`config.mk`:
```
export PLATFORM = sky130hd
export DESIGN_NAME = debug_overlay_ctrl_flat
export DESIGN_NICKNAME = d
export VERILOG_FILES = /design/src/rtl/debug_overlay_ctrl_if.sv /design/src/rtl/debug_overlay_ctrl.sv /design/src/flat_wrapper.sv
export SDC_FILE = /design/constraint.sdc
export NUM_CORES = 1
export LEC_CHECK = 0
export BUFFER_PORTS_ARGS = -buffer_cell sky130_fd_sc_hd__buf_4
export CORE_AREA = 2 2 93 131
export CTS_CLUSTER_SIZE = 14
export DETAILED_ROUTE_END_ITERATION = 16
export DIE_AREA = 0 0 95 133
export PLACE_DENSITY = 0.74
export SETUP_SLACK_MARGIN = 0.3
export SLEW_MARGIN = 10
export SYNTH_ARGS = -nofsm -noshare
export SYNTH_HDL_FRONTEND = slang
export SYNTH_SLANG_ARGS = --single-unit
```
`constraint.sdc`:
```
create_clock -name clk -period 4.8 [get_ports clk]
set_clock_uncertainty 0.15 [all_clocks]
set_input_delay 0.24 -clock clk [delete_from_list [all_inputs] [get_ports clk]]
set_output_delay 0.24 -clock clk [all_outputs]
set_load 0.05 [all_outputs]
```
`src/rtl/debug_overlay_ctrl_if.sv`:
```
// Overlay controller bus: raster position, live game vectors, updater busy/grant
// handshake and the registered overlay pixel returned to the video mux.
interface debug_overlay_ctrl_if #(
  parameter int F = 16
);
  logic [9:0]   hpos;
  logic [9:0]   vpos;
  logic [F-1:0] playerX;
  logic [F-1:0] playerY;
  logic [F-1:0] facingX;
  logic [F-1:0] facingY;
  logic [F-1:0] vplaneX;
  logic [F-1:0] vplaneY;
  logic         freeze;
  logic         upd_busy;
  logic         upd_gnt;
  logic         snap_stale;
  logic         in_debug_overlay;
  logic [5:0]   debug_rgb;

  modport master (
    output hpos, vpos, playerX, playerY, facingX, facingY, vplaneX, vplaneY,
    output freeze, upd_busy,
    input  upd_gnt, snap_stale, in_debug_overlay, debug_rgb
  );

  modport slave (
    input  hpos, vpos, playerX, playerY, facingX, facingY, vplaneX, vplaneY,
    input  freeze, upd_busy,
    output upd_gnt, snap_stale, in_debug_overlay, debug_rgb
  );
endinterface

```
`src/rtl/debug_overlay_ctrl.sv`:
```
// Debug overlay sequencer: tear-free per-frame snapshot of six game vectors, streamed
// MSB-first one bit per cell into a registered overlay pixel (1-cycle latency).
module debug_overlay_ctrl #(
  parameter int H_VIEW      = 640,
  parameter int DEBUG_SCALE = 3,
  parameter int V_SNAP      = 480,
  parameter int QM          = 6,
  parameter int QN          = 10
) (
  input  logic                clk,
  input  logic                reset,
  debug_overlay_ctrl_if.slave bus
);
  localparam int QMN = QM + QN;
  localparam int HX0 = H_VIEW - (1 << DEBUG_SCALE) * QMN - 1;
  localparam logic [10:0] HX0_W   = 11'(HX0);
  localparam logic [9:0]  HLOAD_W = 10'(HX0 - 1);
  localparam logic [10:0] HDIV_W  = 11'(QM << DEBUG_SCALE);
  localparam logic [9:0]  VEND_W  = 10'(8 << DEBUG_SCALE);
  localparam logic [9:0]  VSNAP_W = 10'(V_SNAP);

  typedef enum logic [1:0] {IDLE, PENDING, CAPTURE} state_t;

  state_t         state_q, state_d;
  logic           stale_q, stale_d;
  logic [QMN-1:0] px_q, py_q, fx_q, fy_q, vx_q, vy_q;
  logic [QMN-1:0] shift_q, shift_d;
  logic           ovl_q, ovl_d;
  logic [1:0]     col_q, col_d;

  logic [10:0] h;  // hpos - HX0, bit 10 acts as the sign
  logic [2:0]  row;
  logic        in_region, gridline, cell_end, line_load, snap_req, frame_start;

  assign h           = {1'b0, bus.hpos} - HX0_W;
  assign row         = bus.vpos[DEBUG_SCALE+2:DEBUG_SCALE];
  assign in_region   = !h[10] && (bus.vpos <= VEND_W);
  assign gridline    = (h[DEBUG_SCALE-1:0] == '0) || (bus.vpos[DEBUG_SCALE-1:0] == '0);
  assign cell_end    = !h[10] && (&h[DEBUG_SCALE-1:0]);
  assign line_load   = (bus.hpos == HLOAD_W);
  assign snap_req    = (bus.hpos == '0) && (bus.vpos == VSNAP_W);
  assign frame_start = (bus.hpos == '0) && (bus.vpos == '0);

  // Freeze outranks the frame-start abandon so a frozen pending capture leaves
  // snap_stale untouched.
  always_comb begin
    state_d = state_q;
    stale_d = stale_q;
    case (state_q)
      IDLE: begin
        if (snap_req && !bus.freeze) state_d = PENDING;
      end
      PENDING: begin
        if (bus.freeze) begin
          state_d = IDLE;
        end else if (frame_start) begin
          state_d = IDLE;
          stale_d = 1'b1;
        end else if (!bus.upd_busy) begin
          state_d = CAPTURE;
        end
      end
      CAPTURE: begin
        state_d = IDLE;
        stale_d = 1'b0;
      end
      default: state_d = IDLE;
    endcase
  end

  always_ff @(posedge clk or posedge reset) begin
    if (reset) begin
      state_q <= IDLE;
      stale_q <= 1'b0;
    end else begin
      state_q <= state_d;
      stale_q <= stale_d;
    end
  end

  always_ff @(posedge clk or posedge reset) begin
    if (reset) begin
      px_q <= '0;
      py_q <= '0;
      fx_q <= '0;
      fy_q <= '0;
      vx_q <= '0;
      vy_q <= '0;
    end else if (state_q == CAPTURE) begin
      px_q <= bus.playerX;
      py_q <= bus.playerY;
      fx_q <= bus.facingX;
      fy_q <= bus.facingY;
      vx_q <= bus.vplaneX;
      vy_q <= bus.vplaneY;
    end
  end

  always_comb begin
    shift_d = shift_q;
    if (line_load) begin
      case (row)
        3'd0:    shift_d = px_q;
        3'd1:    shift_d = py_q;
        3'd3:    shift_d = fx_q;
        3'd4:    shift_d = fy_q;
        3'd6:    shift_d = vx_q;
        3'd7:    shift_d = vy_q;
        default: shift_d = '0;
      endcase
    end else if (cell_end) begin
      shift_d = {shift_q[QMN-2:0], 1'b0};
    end
  end

  always_comb begin
    ovl_d = in_region;
    col_d = 2'b00;
    if (in_region) begin
      if (gridline) begin
        col_d = (h == HDIV_W) ? 2'b10 : 2'b00;
      end else if (row != 3'd2 && row != 3'd5) begin
        col_d = shift_q[QMN-1] ? 2'b11 : 2'b01;
      end
    end
  end

  always_ff @(posedge clk or posedge reset) begin
    if (reset) begin
      shift_q <= '0;
      ovl_q   <= 1'b0;
      col_q   <= 2'b00;
    end else begin
      shift_q <= shift_d;
      ovl_q   <= ovl_d;
      col_q   <= col_d;
    end
  end

  assign bus.upd_gnt          = (state_q != CAPTURE);
  assign bus.snap_stale       = stale_q;
  assign bus.in_debug_overlay = ovl_q;
  assign bus.debug_rgb        = {col_q, col_q, col_q};
endmodule

```
`src/flat_wrapper.sv`:
```
// flat-port wrapper written by rule: the top's interface ports become plain ports
module debug_overlay_ctrl_flat 
#(
  parameter int H_VIEW      = 640,
  parameter int DEBUG_SCALE = 3,
  parameter int V_SNAP      = 480,
  parameter int QM          = 6,
  parameter int QN          = 10
)
  (clk, reset, bus_hpos, bus_vpos, bus_playerX, bus_playerY, bus_facingX, bus_facingY, bus_vplaneX, bus_vplaneY, bus_freeze, bus_upd_busy, bus_upd_gnt, bus_snap_stale, bus_in_debug_overlay, bus_debug_rgb);
  debug_overlay_ctrl_if #(.F(16)) bus_i ();
  input  logic clk;
  input  logic reset;
  input wire logic [$bits(bus_i.hpos)-1:0] bus_hpos;
  input wire logic [$bits(bus_i.vpos)-1:0] bus_vpos;
  input wire logic [$bits(bus_i.playerX)-1:0] bus_playerX;
  input wire logic [$bits(bus_i.playerY)-1:0] bus_playerY;
  input wire logic [$bits(bus_i.facingX)-1:0] bus_facingX;
  input wire logic [$bits(bus_i.facingY)-1:0] bus_facingY;
  input wire logic [$bits(bus_i.vplaneX)-1:0] bus_vplaneX;
  input wire logic [$bits(bus_i.vplaneY)-1:0] bus_vplaneY;
  input wire logic [$bits(bus_i.freeze)-1:0] bus_freeze;
  input wire logic [$bits(bus_i.upd_busy)-1:0] bus_upd_busy;
  output wire logic [$bits(bus_i.upd_gnt)-1:0] bus_upd_gnt;
  output wire logic [$bits(bus_i.snap_stale)-1:0] bus_snap_stale;
  output wire logic [$bits(bus_i.in_debug_overlay)-1:0] bus_in_debug_overlay;
  output wire logic [$bits(bus_i.debug_rgb)-1:0] bus_debug_rgb;
  assign bus_i.hpos = bus_hpos;
  assign bus_i.vpos = bus_vpos;
  assign bus_i.playerX = bus_playerX;
  assign bus_i.playerY = bus_playerY;
  assign bus_i.facingX = bus_facingX;
  assign bus_i.facingY = bus_facingY;
  assign bus_i.vplaneX = bus_vplaneX;
  assign bus_i.vplaneY = bus_vplaneY;
  assign bus_i.freeze = bus_freeze;
  assign bus_i.upd_busy = bus_upd_busy;
  assign bus_upd_gnt = bus_i.upd_gnt;
  assign bus_snap_stale = bus_i.snap_stale;
  assign bus_in_debug_overlay = bus_i.in_debug_overlay;
  assign bus_debug_rgb = bus_i.debug_rgb;
  debug_overlay_ctrl #(.H_VIEW(H_VIEW), .DEBUG_SCALE(DEBUG_SCALE), .V_SNAP(V_SNAP), .QM(QM), .QN(QN)) u_core (.clk(clk), .reset(reset), .bus(bus_i));
endmodule
```
==> results.yml <==
global_routing:
  grt_usage_pct: 24.8
  grt_pass1_wl_um: 23600
  overflow: 0
  grt_pass1_vias: 4734
  antenna_found_initial: 1
  grt_max_degree: 81
power_and_ir_drop:
  leakagePower_nw: 3.72
  max-vdd-ir-drop_uv: 239
  powerDensity_nw_per_um2: 321
  finalPower_mw: 2.64
sta:
  whs_ps: 99.2
  period_share_pct: 49.1
  max_freq_mhz: 425
  fin_setup_tns_ps: 0
  slew_violations: 0
  relSlewSlack_pct: 34.4
  worstMarginPinSlew_ps: 981
  rsz0062_at_grt: "no"
  finalHoldViolations: 0
  setup_viol: 0
  fin_crit_ps: 2350
worst_setup_path:
  cp_num_buf_inv: 1
  path_cells: "nand2b_4, buf_4, mux2_2"
  crit_type: "register to register"
  cpMaxStageDelayCell: "nand2b_4"
  cp.arrival_ps: 2500
  critPathMaxFanout: 61
  start_kind: "register"
  cpPeakStageDelay_ps: 670
  crit_required_ps: 4940
  cp-end-kind: "register"
  path_delay_family: "simple AND/OR/NAND/NOR gates"
final_layout:
  drive_above_1_share_pct: 44.6
  fin_util_pct: 71.1
  area_delta_synth_final_pct: 46.7
  layout.nets: 768
  fin_cells: 807
logic_synthesis:
  synth.net_count: 550
  synth_ff_type: "dfrtp_1"
  synth_cells: 429
  synth_warnings: 0
  syn_avg_cell_area_um2: 13.1
  syn_area_um2: 5620
  synth.distinct_cells: 47
  synth_most_common_cell: "mux2_2"
  synth_seq_area_share_pct: 52.6
  yosys.area.top_type_share_pct: 52.6
  synth.largest_area_cell: "dfrtp_1"
  synthArstFlopShare_pct: 100
  ys_top_cells_by_area: "dfrtp_1, mux2_2, a221oi_1"
  synth_edf_count: 0
  ys_seq_elements: 118
  synth_common_cells: "mux2_2, dfrtp_1, a221oi_1, buf_2, mux2i_1"
cts:
  htree_levels: 4
  ctsResizeCount: 0
  clockBufferDepth: 2
  cts-root-buf: "clkbuf_16"
  clock-sinks: 118
  cts_tree: "built"
  numCtsBuffers: 17
  clkTransAtPathRegs_ps: 50
  cts_hold_buf: 101
  clk_latency_ps: 410
  cts_setup_buffers: 0
drt:
  drc: 0
  wl_per_cell_um: 18.6
  detailroute.via_count: 4504
  drt_iter0_markers: 257
  antenna_left: 0
  avgViaCountPerCell: 5.58
  first_pass_iters: 4
  totalWireLength_um: 15000
place:
  gp_congestion: 0.754
  dp_cells: 674
  portBuffers: 128
  dp_hpwl_um: 9030
run:
  cap_violations: 0
floorplanning:
  io_pins: 129
  fp.dieH_um: 133
  initial_core_util_pct: 48.5
  die_w_um: 95
  coreArea_um2: 11600
  die_area_um2: 12600
  rows: 47
run_status:
  status: "finished clean"
min_path:
  min-delay-path-class: "input pin to register"
## final timing paths
path	start	end	slack, ps	depth (start not counted)
max	u_core.state_q[1]$_DFFE_PP0P_	u_core.py_q[9]$_DFFE_PP0P_	2450	3
min	bus_vpos[7]	u_core.state_q[0]$_DFFE_PP0P_	100	4
min reg2reg	u_core.px_q[6]$_DFFE_PP0P_	u_core.px_q[6]$_DFFE_PP0P_	350	1
max in group asynchronous	reset	u_core.shift_q[0]$_DFFE_PP0P_	2950	4
max reg2reg	u_core.state_q[1]$_DFFE_PP0P_	u_core.py_q[9]$_DFFE_PP0P_	2450	3
min in group asynchronous	reset	u_core.vy_q[15]$_DFFE_PP0P_	480	3
## tightest hold or removal path: stages
cell      delay, ps
buf_4           110
nor4bb_1        120
nand3b_1         80
a21oi_1          60
## layout by cell type (no fill, tap or decap), types with 7 or more instances in the layout
master         count
o21ai_0           12
dlygate4sd3_1    101
nand2_1            7
clkbuf_16         17
mux2_2           123
buf_4            131
nand3_1            9
a221o_1            7
nor2_1            12
a21oi_1            8
a221oi_1          15
mux2i_1           13
o21a_1             8
dfrtp_1          118
## power by group
group | switching [mW] | internal, mW
Sequential | 0.0287 | 1.05
Combinational | 0.128 | 0.195
Clock | 0.432 | 0.810
Total | 0.589 | 2.05
## final cells by class
type,count,area (um^2)
antenna,1,2.50
fill,777,3350
sequential,118,2950
multi-input combinational,271,2490
inverter,7,28.8
clock buffer,22,484
timing repair buffer,232,1990
tap,147,184
clock inverter,9,100
## per-layer routing
metal	up-vias	track usage (%)	routed length [um]
li1	2040	-	-
met2	145	44.8	8460
met3	35	4.90	600
met1	2284	27.4	5520
met5	-	0	0
met4	0	11.0	428
## flip-flops by register name, summed over array words and instances, names as in the netlist, 16 cells and up
name,count
u_core.py_q,16
u_core.fy_q,16
u_core.shift_q,16
u_core.vy_q,16
u_core.vx_q,16
u_core.px_q,16
u_core.fx_q,16
## per-stage QoR
step | setup WS [ps] | instance area, um^2
floorplan | 1280 | 5620
global placement | 2280 | 6640
detailed placement | 2200 | 6640
CTS | 2460 | 8230
global route | 2350 | 8240
finish | 2450 | 8240
## kinds of logic after synthesis
family | after synthesis | synth area share [%]
simple gates | 58 | 6.33
compound gates | 72 | 9.69
buf+inv | 40 | 3.39
fa+ha+maj | 1 | 0.223
mux | 140 | 27.8
flops | 118 | 52.6
(Power assumes the default switching activity.)
